[config.mk]
export PLATFORM = sky130hd
export DESIGN_NAME = data_demux
export DESIGN_NICKNAME = d
export VERILOG_FILES = /design/src/rtl/datamux_pkg.sv /design/src/rtl/data_demux_sat_counter.sv /design/src/rtl/data_demux.sv
export SDC_FILE = /design/constraint.sdc
export NUM_CORES = 1
export LEC_CHECK = 0
export CAP_MARGIN = 20
export CORE_ASPECT_RATIO = 0.7
export CORE_MARGIN = 2
export CORE_UTILIZATION = 30
export DETAILED_ROUTE_END_ITERATION = 10
export PLACE_DENSITY = 0.62
export SYNTH_ARGS = -nofsm -noshare
export SYNTH_HDL_FRONTEND = slang
export SYNTH_SLANG_ARGS = --single-unit
[constraint.sdc]
create_clock -name clk -period 16.9 [get_ports clk]
set_input_delay 2.535 -clock clk [delete_from_list [all_inputs] [get_ports clk]]
set_output_delay 2.535 -clock clk [all_outputs]
set_load 0.01 [all_outputs]
[src/rtl/datamux_pkg.sv]
// Definitions shared by the datamux / dataconcentrator / data_demux path:
// tagged-word type, source-ID field position and source-ID codes.
package datamux_pkg;

    localparam int WORD_W     = 64;
    localparam int SRC_ID_LSB = 56;

    typedef logic [WORD_W-1:0] word_t;

    typedef enum logic [3:0] {
        DEBUG   = 4'd0,
        ATLASS1 = 4'd1,
        ATLASS2 = 4'd2,
        ATLASS3 = 4'd3,
        ATLASS4 = 4'd4,
        ATLASS5 = 4'd5
    } src_id_e;

    typedef enum logic [1:0] {
        ST_IDLE = 2'd0,
        ST_POP  = 2'd1,
        ST_SEND = 2'd2
    } demux_state_e;

    // Extract the 4-bit source ID from a tagged word.
    function automatic logic [3:0] get_src_id(input word_t w, input int lsb);
        return w[lsb +: 4];
    endfunction

endpackage

[src/rtl/data_demux_sat_counter.sv]
// Saturating up-counter with a synchronous clear; it holds at all-ones and never wraps.
module sat_counter #(
    parameter int W = 32
) (
    input  logic         clk,
    input  logic         rst,
    input  logic         clr,
    input  logic         inc,
    output logic [W-1:0] count
);

    // Count register: async reset, sync clear, increment until saturated.
    always_ff @(posedge clk or posedge rst) begin
        if (rst) begin
            count <= {W{1'b0}};
        end else if (clr) begin
            count <= {W{1'b0}};
        end else if (inc && (count != {W{1'b1}})) begin
            count <= count + W'(1);
        end else begin
            count <= count;
        end
    end

endmodule

[src/rtl/data_demux.sv]
// Pops tagged words from an FWFT FIFO, decodes the source ID and hands each word
// to its sink over a valid/ready handshake; unroutable words are counted and dropped.
module data_demux #(
    parameter int N_DEST     = 6,
    parameter int SRC_ID_LSB = datamux_pkg::SRC_ID_LSB,
    parameter int CNT_W      = 32
) (
    input  logic              clk,
    input  logic              rst,
    input  logic              enable,
    input  logic [N_DEST-1:0] dest_mask,
    input  logic [63:0]       fifo_dout,
    input  logic              fifo_empty,
    output logic              fifo_rd_en,
    output logic [63:0]       out_data,
    output logic [N_DEST-1:0] out_valid,
    input  logic [N_DEST-1:0] out_ready,
    output logic [CNT_W-1:0]  fwd_count,
    output logic [CNT_W-1:0]  drop_count,
    output logic              busy
);

    import datamux_pkg::*;

    demux_state_e      state_r;
    demux_state_e      state_s;
    word_t             hold_r;
    word_t             hold_s;
    logic              rd_en_s;
    word_t             data_s;
    logic [N_DEST-1:0] valid_s;
    logic [3:0]        id_s;
    logic [N_DEST-1:0] route_s;
    logic              ready_hit_s;
    logic              fwd_inc_s;
    logic              drop_inc_s;

    assign id_s = get_src_id(hold_r, SRC_ID_LSB);

    // One-hot route for the held word; zero when the ID is out of range or the sink is masked.
    always_comb begin
        route_s = {N_DEST{1'b0}};
        for (int k = 0; k < N_DEST; k++) begin
            route_s[k] = dest_mask[k] & (id_s == 4'(k));
        end
    end

    // out_valid is one-hot on the addressed sink, so only that sink's ready can complete a transfer.
    assign ready_hit_s = |(out_valid & out_ready);

    // Next-state and next-output logic.
    always_comb begin
        state_s    = state_r;
        hold_s     = hold_r;
        rd_en_s    = 1'b0;
        data_s     = out_data;
        valid_s    = out_valid;
        fwd_inc_s  = 1'b0;
        drop_inc_s = 1'b0;
        case (state_r)
            ST_IDLE: begin
                if (enable && !fifo_empty) begin
                    hold_s  = fifo_dout;
                    rd_en_s = 1'b1;
                    state_s = ST_POP;
                end else begin
                    state_s = ST_IDLE;
                end
            end
            ST_POP: begin
                if (route_s != {N_DEST{1'b0}}) begin
                    data_s  = hold_r;
                    valid_s = route_s;
                    state_s = ST_SEND;
                end else begin
                    drop_inc_s = 1'b1;
                    state_s    = ST_IDLE;
                end
            end
            ST_SEND: begin
                if (ready_hit_s) begin
                    valid_s   = {N_DEST{1'b0}};
                    fwd_inc_s = 1'b1;
                    state_s   = ST_IDLE;
                end else begin
                    state_s = ST_SEND;
                end
            end
            default: begin
                valid_s = {N_DEST{1'b0}};
                state_s = ST_IDLE;
            end
        endcase
    end

    // State, hold and output registers; a reset discards any word in flight.
    always_ff @(posedge clk or posedge rst) begin
        if (rst) begin
            state_r    <= ST_IDLE;
            hold_r     <= {WORD_W{1'b0}};
            fifo_rd_en <= 1'b0;
            out_data   <= 64'd0;
            out_valid  <= {N_DEST{1'b0}};
            busy       <= 1'b0;
        end else begin
            state_r    <= state_s;
            hold_r     <= hold_s;
            fifo_rd_en <= rd_en_s;
            out_data   <= data_s;
            out_valid  <= valid_s;
            busy       <= (state_s != ST_IDLE);
        end
    end

    sat_counter #(.W(CNT_W)) u_fwd_cnt (
        .clk   (clk),
        .rst   (rst),
        .clr   (1'b0),
        .inc   (fwd_inc_s),
        .count (fwd_count)
    );

    sat_counter #(.W(CNT_W)) u_drop_cnt (
        .clk   (clk),
        .rst   (rst),
        .clr   (1'b0),
        .inc   (drop_inc_s),
        .count (drop_count)
    );

endmodule

==> reports/metrics.csv <==
stage,metric,value,unit
run_status,outcome,"complete, no violations",
timing,slew_headroom,33.4,%
yosys,synth_nets,684,
final_layout,drive_gt1_share,16.4,%
critical_path,cp.required,17.28,ns
detailed_routing,dr.pass1.iters,5,
grt,grt-ovfl-total,0,
clocking,postCtsHoldBufs,0,
min_path,hp-class,flip-flop to flip-flop,
grt,antenna_found_initial,1,
die,die_area,29100,um2
final_layout,finalNetCount,902,
clocking,cts_buffers,22,
pwr,p_total,1.64,mW
die,initial_core_util,30.8,%
yosys,ys_seq_elements,201,
critical_path,regToRegEndpoint,busy,
critical_path,crit_path_start,dest_mask[0],
placement,gp_congestion,0.837,
grt,grt_max_degree,135,
final_layout,multiInputGateArea,3160,um2
timing,slew_violations,0,
clocking,cts_tree,done,
grt,grt_pass1_wl,33400,um
critical_path,critPathCaptureType,flip-flop,
detailed_routing,drc,0,
yosys,synth_edf_count,0,
final_layout,finalInstanceArea,11600,um2
critical_path,r2r_cells,6,
clocking,clk_latency,0.50,ns
critical_path,regToRegStartpoint,hold_r[57],
grt,grt_pass1_vias,5744,
clocking,post_cts_buffers,0,
timing,whs,0.474,ns
grt,track_usage,14.5,%
critical_path,r2r_slack,14.21,ns
clocking,clockBufferDepth,3,
detailed_routing,drt_iter0_markers,251,
yosys,syn_inst,602,
yosys,ys_seq_area_share,60.4,%
critical_path,critPathKind,input pin to flip-flop,
pwr,ir_worst_vdd,77.2,uV
timing,hold_viol_final,0,
clocking,cts.clk_slew.worst_paths,0.06,ns
clocking,cts_resized,0,
timing,fin_setup_tns,0,ns
placement,hpwlAfterDp,14300,um
final_layout,ff_latch_area,5030,um2
placement,place_area,10800,um2
placement,io_buffers,215,
final_layout,fin_cells,1199,
final_layout,num-fill-cells,2532,
timing,worst_pin_slew,0.998,ns
yosys,synth_area,8330,um2
die,chipWidth,203,um
clocking,clkSinkCount,201,
yosys,ys.flop_type,dfrtp_1,
yosys,synth_area_per_cell,13.8,um2
final_layout,diodes,0,
yosys,ys_warn_count,0,
timing,fin_worst_skew,0.00899,ns
placement,dp_cells,1160,
critical_path,critPathLaunchType,input pin,
yosys,ys_async_sr_fraction,100,%
critical_path,cp.arrival,4.91,ns
critical_path,crit_end,busy,
timing,period_needed,4.53,ns
yosys,synth.distinct_cells,50,
job,drv_cap,0,
clocking,h-tree-depth,1,
detailed_routing,wl_per_cell,17.3,um
pwr,p_leak,4.86,nW
clocking,root_buffer,clkbuf_16,
die,io_pins,216,
timing,fmax,0.221,GHz
timing,post-route-period-util,26.8,%
pwr,cellPowerDensity,142,nW/um2
detailed_routing,vias_per_cell,4.69,
die,row_count,50,
final_layout,areaGrowthSynthToFinish,39.2,%
detailed_routing,drtAntennaViolNets,0,
yosys,yosysTopAreaCell,dfrtp_1,
critical_path,crit_fanout,70,
detailed_routing,wl,20800,um
detailed_routing,vias,5622,
die,core_region_area,27000,um2
yosys,ys_top_cells_by_area,"dfrtp_1 60%, mux2_2 11%, mux2_1 6.2%",
die,die_h,143,um
timing,rsz0062_at_grt,false,
yosys,synth_top_area_share,60.4,%
timing,setup_violations,0,
cell usage after synthesis, types with 4 or more instances:
cell	n
mux2_1	46
and4_1	7
nand2_1	15
and3_1	17
nor4_1	4
nor2_1	10
nor3b_1	4
nand3_1	32
nor3_1	9
xnor2_1	45
mux2_2	80
nand4_1	26
xor2_1	14
and2_1	5
dfrtp_1	201
buf_2	12
inv_1	6
o21ai_0	5
nand3_2	5
a32o_1	5
clkbuf_1	10
through the flow:
step | util (%) | worst slack, ns
6_report | 42.9 | 12.37
5_1_grt | 42.9 | 12.17
4_1_cts | 42.9 | 12.32
3_5_place_dp | 40.1 | 11.78
3_3_place_gp | 40.1 | 11.81
2_1_floorplan | - | 8.88
cells by family (layout without fill, tap and decap cells):
| kind of cell | Yosys count | in the layout | synth area share (%) |
|---|---|---|---|
| buffers and inverters | 30 | 263 | 1.82 |
| adder cells (fa/ha/maj) | 2 | 2 | 0.300 |
| XOR/XNOR | 59 | 59 | 6.21 |
| multiplexers | 129 | 129 | 17.4 |
| AO/OA/AOI/OAI | 24 | 24 | 2.22 |
| flip-flops | 201 | 201 | 60.4 |
| AND/OR/NAND/NOR | 157 | 157 | 11.6 |
where the power goes:
part / internal, mW / total, mW / leakage (nW) / switching, mW
logic: 0.265 / 0.434 / 1.95 / 0.169
registers: 0.630 / 0.715 / 2.54 / 0.0848
clock network: 0.300 / 0.494 / 0.372 / 0.194
final cells by class:
cell class,count,share of cell area (%)
sequential,201,43.4
inverter,6,0.259
clock inverter,7,0.734
clock buffer,32,5.69
tap,364,3.93
timing repair buffer,218,18.8
multi-input combinational,371,27.3
worst min path at each step:
| stage | cells past startpoint | startpoint | to |
|---|---|---|---|
| floorplan | 1 | hold_r[0] | out_data[0] |
| global placement | 1 | hold_r[54] | out_data[54] |
| detailed placement | 1 | hold_r[22] | out_data[22] |
| CTS | 1 | hold_r[47] | out_data[47] |
| global route | 1 | hold_r[47] | out_data[47] |
| finish | 1 | hold_r[54] | out_data[54] |
worst max-delay path, cell delays in order:
cell	delay, ns
clkdlybuf4s50_1	0.43
mux2_2	0.31
o2bb2ai_2	0.19
o21ai_4	0.16
buf_4	0.74
o21ai_0	0.26
or2_1	0.27
layer usage:
layer	part of all wire, %	GRT usage [%]
met5	0.063	0
met4	1.5	2.54
met3	10	5.53
met2	41	20.5
met1	47	21.1
flip-flops by register name (all words and copies together), names as in the netlist:
| register | cells |
|---|---|
| hold_r | 64 |
| busy | 1 |
| out_valid | 6 |
| u_drop_cnt.count | 32 |
| out_data | 64 |
| state_r | 2 |
| u_fwd_cnt.count | 32 |
cell usage in the layout, fill, tap and decap left out, types with 7 or more instances in the layout:
master           instances
and3_1                  17
xor2_1                  14
and4_1                   7
clkdlybuf4s50_1        215
clkbuf_16               23
nor2_1                  10
mux2_2                  80
nand3_1                 32
nand4_1                 26
nand2_1                 15
dfrtp_1                201
mux2_1                  46
nor3_1                   9
xnor2_1                 45
Note: power is estimated with default switching activity, not from simulation.
